### src/rtl/video_timing_aligner_if.sv
// Upstream pixel stream: RGB888 payload with frame-start marker and valid/ready handshake.
interface video_timing_aligner_if;
  localparam int unsigned PIX_W = 24;

  logic [PIX_W-1:0] pixel_data;
  logic             pixel_first;
  logic             pixel_valid;
  logic             pixel_ready;

  // Upstream line buffer drives the payload.
  modport master (
    output pixel_data,
    output pixel_first,
    output pixel_valid,
    input  pixel_ready
  );

  // Timing aligner consumes the payload.
  modport slave (
    input  pixel_data,
    input  pixel_first,
    input  pixel_valid,
    output pixel_ready
  );
endinterface

### src/rtl/video_timing_aligner.sv
// Raster timing generator that locks an upstream pixel stream to raster (0,0),
// blanks on underflow/misalignment and resynchronises on the next frame start.
module video_timing_aligner #(
  parameter int unsigned H_ACTIVE         = 1280,
  parameter int unsigned H_FP             = 110,
  parameter int unsigned H_SYNC           = 40,
  parameter int unsigned H_BP             = 220,
  parameter int unsigned V_ACTIVE         = 720,
  parameter int unsigned V_FP             = 5,
  parameter int unsigned V_SYNC           = 5,
  parameter int unsigned V_BP             = 20,
  parameter bit          SYNC_ACTIVE_HIGH = 1'b1,
  parameter int unsigned CW               = 12,
  // Width of the internal event counter; it saturates at all-ones of this width.
  parameter int unsigned UF_CW            = 16
) (
  input  logic                         clock_video,
  input  logic                         reset_n,
  video_timing_aligner_if.slave        pix,
  output logic [23:0]                  video_data,
  output logic                         video_hsync,
  output logic                         video_vsync,
  output logic                         video_de,
  output logic                         data_in_sync,
  output logic [15:0]                  underflow_count
);

  localparam int unsigned PIX_W = 24;
  localparam int unsigned HT    = H_ACTIVE + H_FP + H_SYNC + H_BP;
  localparam int unsigned VT    = V_ACTIVE + V_FP + V_SYNC + V_BP;

  localparam logic [CW-1:0] H_LAST = CW'(HT - 1);
  localparam logic [CW-1:0] V_LAST = CW'(VT - 1);
  localparam logic [CW-1:0] H_ACT  = CW'(H_ACTIVE);
  localparam logic [CW-1:0] V_ACT  = CW'(V_ACTIVE);
  localparam logic [CW-1:0] HS_BEG = CW'(H_ACTIVE + H_FP);
  localparam logic [CW-1:0] HS_END = CW'(H_ACTIVE + H_FP + H_SYNC);
  localparam logic [CW-1:0] VS_BEG = CW'(V_ACTIVE + V_FP);
  localparam logic [CW-1:0] VS_END = CW'(V_ACTIVE + V_FP + V_SYNC);

  localparam logic [UF_CW-1:0] UF_MAX = '1;

  typedef enum logic [1:0] {
    ST_DRAIN      = 2'd0,
    ST_WAIT_FRAME = 2'd1,
    ST_SYNCED     = 2'd2
  } state_e;

  // Registered state
  state_e             state_q,      state_d;
  logic [CW-1:0]      h_q,          h_d;
  logic [CW-1:0]      v_q,          v_d;
  logic [PIX_W-1:0]   video_data_q, video_data_d;
  logic               hsync_q,      hsync_d;
  logic               vsync_q,      vsync_d;
  logic               de_q,         de_d;
  logic               sync_q,       sync_d;
  logic [UF_CW-1:0]   uf_count_q,   uf_count_d;

  // Combinational helpers
  logic               active_c;
  logic               origin_c;
  logic               ready_c;
  logic               uf_event_c;
  logic               first_valid_c;

  // Raster position decode for the cycle currently held in the counters.
  always_comb begin
    active_c      = (h_q < H_ACT) && (v_q < V_ACT);
    origin_c      = (h_q == '0) && (v_q == '0);
    first_valid_c = pix.pixel_valid && pix.pixel_first;
  end

  // Raster counters: h wraps at HT-1, v advances on h wrap and wraps at VT-1.
  always_comb begin
    h_d = h_q + CW'(1);
    v_d = v_q;
    if (h_q == H_LAST) begin
      h_d = '0;
      v_d = (v_q == V_LAST) ? '0 : v_q + CW'(1);
    end
  end

  // Upstream ready: drain everything but a frame start, wait for (0,0), or take active pixels.
  always_comb begin
    ready_c = 1'b0;
    case (state_q)
      ST_DRAIN:      ready_c = !first_valid_c;
      ST_WAIT_FRAME: ready_c = origin_c;
      ST_SYNCED:     ready_c = active_c && !(first_valid_c && !origin_c);
      default:       ready_c = 1'b0;
    endcase
    if (!reset_n) begin
      ready_c = 1'b0;
    end
  end

  assign pix.pixel_ready = ready_c;

  // Lock state machine plus pixel/data-enable selection for the next output cycle.
  // video_de is asserted only for active slots that belong to a locked frame, so the
  // pin mux never sees a data-enable while the stream is being drained or awaited.
  always_comb begin
    state_d      = state_q;
    video_data_d = '0;
    de_d         = 1'b0;
    uf_event_c   = 1'b0;
    case (state_q)
      ST_DRAIN: begin
        if (first_valid_c) begin
          state_d = ST_WAIT_FRAME;
        end
      end
      ST_WAIT_FRAME: begin
        if (origin_c && pix.pixel_valid) begin
          state_d      = ST_SYNCED;
          de_d         = 1'b1;
          video_data_d = pix.pixel_data;
        end
      end
      ST_SYNCED: begin
        if (active_c) begin
          de_d = 1'b1;
          if (!pix.pixel_valid) begin
            uf_event_c = 1'b1;
            state_d    = ST_DRAIN;
          end else if (pix.pixel_first && !origin_c) begin
            // Early frame start: leave it pending for the next (0,0).
            uf_event_c = 1'b1;
            state_d    = ST_WAIT_FRAME;
          end else begin
            video_data_d = pix.pixel_data;
            if (origin_c && !pix.pixel_first) begin
              // Frame boundary missing its start marker: show it, then realign.
              uf_event_c = 1'b1;
              state_d    = ST_DRAIN;
            end
          end
        end
      end
      default: begin
        state_d = ST_DRAIN;
      end
    endcase
  end

  // Sync pulses, lock indication and saturating event counter.
  always_comb begin
    hsync_d    = ((h_q >= HS_BEG) && (h_q < HS_END)) ? SYNC_ACTIVE_HIGH : !SYNC_ACTIVE_HIGH;
    vsync_d    = ((v_q >= VS_BEG) && (v_q < VS_END)) ? SYNC_ACTIVE_HIGH : !SYNC_ACTIVE_HIGH;
    sync_d     = (state_d == ST_SYNCED);
    uf_count_d = uf_count_q;
    if (uf_event_c && (uf_count_q != UF_MAX)) begin
      uf_count_d = uf_count_q + UF_CW'(1);
    end
  end

  // State and output registers with synchronous active-low reset.
  always_ff @(posedge clock_video) begin
    if (!reset_n) begin
      state_q      <= ST_DRAIN;
      h_q          <= '0;
      v_q          <= '0;
      video_data_q <= '0;
      hsync_q      <= !SYNC_ACTIVE_HIGH;
      vsync_q      <= !SYNC_ACTIVE_HIGH;
      de_q         <= 1'b0;
      sync_q       <= 1'b0;
      uf_count_q   <= '0;
    end else begin
      state_q      <= state_d;
      h_q          <= h_d;
      v_q          <= v_d;
      video_data_q <= video_data_d;
      hsync_q      <= hsync_d;
      vsync_q      <= vsync_d;
      de_q         <= de_d;
      sync_q       <= sync_d;
      uf_count_q   <= uf_count_d;
    end
  end

  assign video_data      = video_data_q;
  assign video_hsync     = hsync_q;
  assign video_vsync     = vsync_q;
  assign video_de        = de_q;
  assign data_in_sync    = sync_q;
  assign underflow_count = 16'(uf_count_q);

endmodule
### src/flat_wrapper.sv
// flat-port wrapper written by rule: the top's interface ports become plain ports
module video_timing_aligner_flat 
#(
  parameter int unsigned H_ACTIVE         = 1280,
  parameter int unsigned H_FP             = 110,
  parameter int unsigned H_SYNC           = 40,
  parameter int unsigned H_BP             = 220,
  parameter int unsigned V_ACTIVE         = 720,
  parameter int unsigned V_FP             = 5,
  parameter int unsigned V_SYNC           = 5,
  parameter int unsigned V_BP             = 20,
  parameter bit          SYNC_ACTIVE_HIGH = 1'b1,
  parameter int unsigned CW               = 12,
                                                                                 
  parameter int unsigned UF_CW            = 16
)
  (clock_video, reset_n, video_data, video_hsync, video_vsync, video_de, data_in_sync, underflow_count, pix_pixel_data, pix_pixel_first, pix_pixel_valid, pix_pixel_ready);
  video_timing_aligner_if pix_i ();
  input  logic clock_video;
  input  logic reset_n;
  output logic [23:0] video_data;
  output logic video_hsync;
  output logic video_vsync;
  output logic video_de;
  output logic data_in_sync;
  output logic [15:0] underflow_count;
  input wire logic [$bits(pix_i.pixel_data)-1:0] pix_pixel_data;
  input wire logic [$bits(pix_i.pixel_first)-1:0] pix_pixel_first;
  input wire logic [$bits(pix_i.pixel_valid)-1:0] pix_pixel_valid;
  output wire logic [$bits(pix_i.pixel_ready)-1:0] pix_pixel_ready;
  assign pix_i.pixel_data = pix_pixel_data;
  assign pix_i.pixel_first = pix_pixel_first;
  assign pix_i.pixel_valid = pix_pixel_valid;
  assign pix_pixel_ready = pix_i.pixel_ready;
  video_timing_aligner #(.H_ACTIVE(H_ACTIVE), .H_FP(H_FP), .H_SYNC(H_SYNC), .H_BP(H_BP), .V_ACTIVE(V_ACTIVE), .V_FP(V_FP), .V_SYNC(V_SYNC), .V_BP(V_BP), .SYNC_ACTIVE_HIGH(SYNC_ACTIVE_HIGH), .CW(CW), .UF_CW(UF_CW)) u_core (.clock_video(clock_video), .reset_n(reset_n), .pix(pix_i), .video_data(video_data), .video_hsync(video_hsync), .video_vsync(video_vsync), .video_de(video_de), .data_in_sync(data_in_sync), .underflow_count(underflow_count));
endmodule
### config.mk
export PLATFORM = sky130hd
export DESIGN_NAME = video_timing_aligner_flat
export DESIGN_NICKNAME = d
export VERILOG_FILES = /design/src/rtl/video_timing_aligner_if.sv /design/src/rtl/video_timing_aligner.sv /design/src/flat_wrapper.sv
export SDC_FILE = /design/constraint.sdc
export NUM_CORES = 1
export LEC_CHECK = 0
export CAP_MARGIN = 0
export CORE_ASPECT_RATIO = 1.1
export CORE_UTILIZATION = 50
export DETAILED_ROUTE_END_ITERATION = 16
export PLACE_DENSITY_LB_ADDON = 0.1
export SETUP_SLACK_MARGIN = 0.05
export SLEW_MARGIN = 20
export SYNTH_ARGS = -nofsm -noshare
export SYNTH_HDL_FRONTEND = slang
export SYNTH_SLANG_ARGS = --single-unit
### constraint.sdc
create_clock -name clock_video -period 3.2 [get_ports clock_video]
set_input_delay 0.64 -clock clock_video [delete_from_list [all_inputs] [get_ports clock_video]]
set_output_delay 0.64 -clock clock_video [all_outputs]
set_load 0.02 [all_outputs]
; Word-level counts from Yosys, hierarchy flattened
; Index checks and enable logic that the tools add are counted.
[op_classes]
bitwise_logic = 1
n_reduce_logical = 19
order_cmp = 6
n_eq_ne = 6
addsub = 3
n_mux = 25
[ops]
columns = op, count
row1 = 2-to-1 mux 24 bit, 4
row2 = case mux 24 bit (2 select lines), 1
row3 = "adder 12 x 1 -> 12 bit, second input constant", 2
row4 = logical NOT 12 bit, 2
row5 = "< comparator 12 x 10 -> 1 bit, second input constant", 2
row6 = "< comparator 12 x 11 -> 1 bit, second input constant", 2
row7 = "adder 16 x 1 -> 16 bit, second input constant", 1
row8 = "inequality test 16 bit, second input constant", 1
row9 = "equality test 12 x 10 -> 1 bit, second input constant", 1
row10 = "equality test 12 x 11 -> 1 bit, second input constant", 1
row11 = ">= comparator 12 x 10 -> 1 bit, second input constant", 1
row12 = ">= comparator 12 x 11 -> 1 bit, second input constant", 1
row13 = 2-to-1 mux 12 bit, 1
row14 = 2-to-1 mux 2 bit, 6
row15 = logical AND 1 bit, 11
row16 = 2-to-1 mux 1 bit, 10
row17 = case mux 2 bit (3 select lines), 1
row18 = "equality test 2 bit, second input constant", 2
row19 = logical NOT 1 bit, 4
row20 = case mux 1 bit (3 select lines), 1
row21 = "equality test 2 x 1 -> 1 bit, second input constant", 1
row22 = logical NOT 2 bit, 1
row23 = case mux 1 bit (2 select lines), 1
row24 = OR reduction 2 bit, 1
row25 = NOT 1 bit, 1
[word_totals]
word_cells = 69
out_inout_bits = 45
ff_bits = 70

; Depth between registers and ports, before layout
[depth]
word_depth = 9
depth_mapped = 14
depth_no_buf = 12

; Worst setup path before layout
; OpenSTA, ideal clock, no wires.
[synth_path]
path_kind = register -> register
from = register u_core.v_q[3]
to = register u_core.uf_count_q[9] (netlist: u_core.underflow_count[9])
period_less_slack_ps = 2577
setup_ps = 70
slack_ps = 623
t_required_ps = 3130
path_buffers = 2
arrival_ps = 2506
path_stages_with_launch = 13
path_cell_list = dfxtp_1 -> clkbuf_1 -> nor4_1 -> nand4_1 -> nor2_1 -> inv_1 -> ha_1 -> nand2_1 -> o311ai_1 -> or3_1 -> clkbuf_2 -> or4_1 -> a21oi_1
[synth_between]
elab_chain_len = 9
word_cells_on_any_way = 13
cone_classes = order compare (1) / mux (5) / reduce/logical (7)
[synth_rtl]
columns = element, line_no
row1 = from (decl), video_timing_aligner.sv:52  ; logic [CW-1:0] v_q, v_d;
row2 = from (signal assigned), video_timing_aligner.sv:173  ; v_q <= v_d;
row3 = "parallel branches: the longest is 6 deep, another holds < comparator 12 x 10 -> 1 bit", --
row4 = 2-to-1 mux 1 bit (*), video_timing_aligner.sv:122  ; if (active_c) begin
row5 = 2-to-1 mux 1 bit (*), video_timing_aligner.sv:108  ; case (state_q)
row6 = logical AND 1 bit (*), video_timing_aligner.sv:153  ; if (uf_event_c && (uf_count_q != UF_MAX)) begin
row7 = to (signal assigned), video_timing_aligner.sv:179  ; uf_count_q <= uf_count_d;
row8 = to (decl), video_timing_aligner.sv:58  ; logic [UF_CW-1:0] uf_count_q, uf_count_d;
; Mark *: on every way between the ends.
; A chain may end at the register's enable or synchronous reset.

; Worst setup path after layout
[layout_path]
from = register u_core.v_q[1]
to = register u_core.uf_count_q[10] (netlist: u_core.underflow_count[10])
; Same word-level chain as after synthesis.

==> flow_metrics.tcl <==
set metrics [dict create \
    multi_input_area_mm2 0.00170 \
    ff2ff_path_depth 12 \
    ir_worst_vdd_v 0.000342 \
    synth-async-reset-ratio_pct 0 \
    antenna_found_initial 0 \
    layout_min_cycle_time_ps 2840 \
    fin_crit_sh_pct 88.8 \
    layout.nets 476 \
    r2r_end "u_core.underflow_count[10]" \
    cts_tree "built" \
    vias 2817 \
    power_density_mw_per_mm2 418 \
    finalSetupViolCount 0 \
    holdBufCountCts 0 \
    clockBufferDepth 2 \
    fin_ws_ps 358 \
    grt_start_max_net_pins 26 \
    synthTopCellsByArea "dfxtp_1, and2_1, ha_1, nor2_1, xor2_1" \
    finalSetupTns_ps 0 \
    combPwrFrac_pct 5.5 \
    drt_iter0_drc 102 \
    synthCells 360 \
    overflow 0 \
    syn_area_mm2 0.00323 \
    cts_sinks 70 \
    first_global_vias 2704 \
    hold-worst-slack_ps 494 \
    firstDrtPassIters 4 \
    synth_nets 402 \
    io_pins 73 \
    synth_top_cell_by_area "dfxtp_1" \
    drive_gt1_share_pct 7.29 \
    cp_max_fo 20 \
    ys_types 50 \
    startpoint_type "flop" \
    switching_share_pct 22.8 \
    final_hold_viol_count 0 \
    yosys.cell_count.top_type "dfxtp_1" \
    hp-class "reg -> reg" \
    synth.top_cells.by_count "dfxtp_1, nor2_1, and2_1" \
    synth_top_flop_cell "dfxtp_1" \
    synth_edf_count 0 \
    start_util_pct 52.1 \
    r2r_slack_ps 360 \
    rsz0062_at_grt "no" \
    drc_errors 0 \
    coreArea_mm2 0.00619 \
    worst_pin_slew_ps 576 \
    worstSetupEndpoint "u_core.underflow_count[10]" \
    yosys_register_bits 70 \
    p_sw_uw 405 \
    route.met3.wl_um 449 \
    yosysWarnings 0 \
    track_usage_pct 23.1 \
    yosysSeqAreaShare_pct 43.4 \
    slew_headroom_pct 61.6 \
    drt-vias-per-instance 5.43 \
    gp_congestion 0.895 \
    io_buffers 72 \
    cp.arrival_ps 3120 \
    syn_avg_cell_area_um2 8.96 \
    insertion_delay_ps 350 \
    max_clock_freq_mhz 352 \
    regToRegStartpoint "u_core.v_q[1]" \
    worst_setup_path_end_kind "flop" \
    grt_pass1_wl_mm 12.2 \
    met2_length_mm 3.46 \
    cts-root-buf "clkbuf_8" \
    clkTransAtPathRegs_ps 80 \
    top_layer_used "met4" \
    postRouteAntennaNets 0 \
    critPathLaunch "u_core.v_q[1]" \
    critPathRequiredTime_ps 3470 \
    die_area_mm2 0.00678 \
    power.leakage_nw 1.61 \
    cts_buffers 9 \
    seqPwrFrac_pct 49.7 \
    synth.top_cell.area_share_pct 43.4 \
    power_frac_clock_pct 44.8 \
    seq_area_mm2 0.00140 \
    p_int_mw 1.37 \
    drt_wl_total_mm 7.15 \
    wl_per_cell_um 13.8 \
    fin_skew_ps 9.49 \
    dp_hpwl_mm 5.09 \
    num-fill-cells 506 \
    h-tree-depth 3 \
    fp.dieH_um 86.2 \
    die_w_um 78.6 \
    postCtsSetupRepairBufs 0 \
    maxCapViolations 0 \
    path_class "reg -> reg" \
    final_max_slew_viol_count 0 \
    area_growth_pct 31.6 \
    status "completed" \
    antenna-diode-count 0 \
    m1WireLength_mm 3.12 \
    row_count 30 \
    place_ws_ps 352 \
]
==> sequential cells by signal (all words and copies together), names as in the netlist <==
register / cells
u_core.underflow_count: 16
u_core.video_hsync: 1
u_core.video_data: 24
u_core.v_q: 12
u_core.video_de: 1
u_core.h_q: 12
u_core.video_vsync: 1
u_core.state_q: 2
u_core.data_in_sync: 1
==> metal layers <==
metal | track usage, % | vias up
met5 | 0 | -
met4 | 8.75 | 0
met3 | 8.74 | 10
met2 | 37.9 | 82
met1 | 27.2 | 1317
li1 | - | 1408
==> final cells by class <==
| type | instances | share of cell area [%] |
|---|---|---|
| Clock buffer | 9 | 2.92 |
| Clock inverter | 7 | 2.33 |
| Inverter | 17 | 1.50 |
| Multi-Input combinational cell | 259 | 40.0 |
| Sequential cell | 70 | 33.0 |
| Tap cell | 80 | 2.36 |
| Timing Repair Buffer | 77 | 17.9 |
==> worst max-delay path, stage by stage (launching register included) <==
cell and delay [ps]:
dfxtp_1 330, inv_1 140, ha_1 160, nor3b_1 240, nand4_1 120, nor2_1 170
inv_1 60, ha_1 270, nand2_1 70, o311ai_1 120, or2_2 440, or4_1 500
a21oi_1 160
==> worst min-delay path by stage <==
stage                                from  slack [ps]  cells after the start                          to
2_1_floorplan               u_core.h_q[0]         440                      1               u_core.h_q[0]
3_3_place_gp                u_core.h_q[0]         460                      1               u_core.h_q[0]
3_5_place_dp                u_core.h_q[0]         480                      1               u_core.h_q[0]
4_1_cts                     u_core.h_q[0]         500                      1               u_core.h_q[0]
5_1_grt        u_core.underflow_count[11]         530                      2  u_core.underflow_count[11]
6_report       u_core.underflow_count[11]         490                      2  u_core.underflow_count[11]
==> power groups by stage <==
stage / logic (mW) / registers, mW / clock network [mW]
global placement: 0.0976 / 0.902 / 0
detailed placement: 0.0991 / 0.902 / 0
global route: 0.111 / 0.883 / 0.853
floorplan: 0.0485 / 0.902 / 0
finish: 0.0984 / 0.882 / 0.795
CTS: 0.0998 / 0.882 / 0.803
==> logic make-up (layout without fill, tap and decap cells) <==
kind of cell | after synthesis | count (layout) | synth area share, %
buf+inv | 31 | 110 | 3.96
xor+xnor | 21 | 21 | 5.70
flops | 70 | 70 | 43.4
mux | 3 | 3 | 0.931
simple gates | 171 | 171 | 29.3
fa+ha+maj | 14 | 14 | 5.43
compound gates | 50 | 50 | 11.2
==> through the flow <==
stage	total power [mW]	std cells	cell area, um2	utilization (%)
2_1_floorplan	0.950	360	3230	-
3_3_place_gp	0.999	503	4020	64.9
3_5_place_dp	1.00	503	4020	64.9
4_1_cts	1.78	519	4240	68.5
5_1_grt	1.85	519	4250	68.5
6_report	1.78	519	4250	68.5
==> layout by cell type, fill, tap and decap left out, types with 7 or more instances in the layout <==
master and n:
o21ai_0 7, and2_1 30, clkdlybuf4s50_1 71, xnor2_1 7, o31ai_1 12, nand3_1 22, nand2_1 21, and3_1 8
inv_1 17, xor2_1 14, clkbuf_8 9, or4_1 10, nand4_1 9, nor2_1 33, a21oi_1 15, nor3_1 10
ha_1 14, dfxtp_1 70
==> repair_timing <==
action / CTS / global route
endpoints found under the hold margin: 0 / 0
endpoints found under the setup margin: 0 / 2
gates resized for setup: 0 / 2
(Power assumes the default switching activity.)
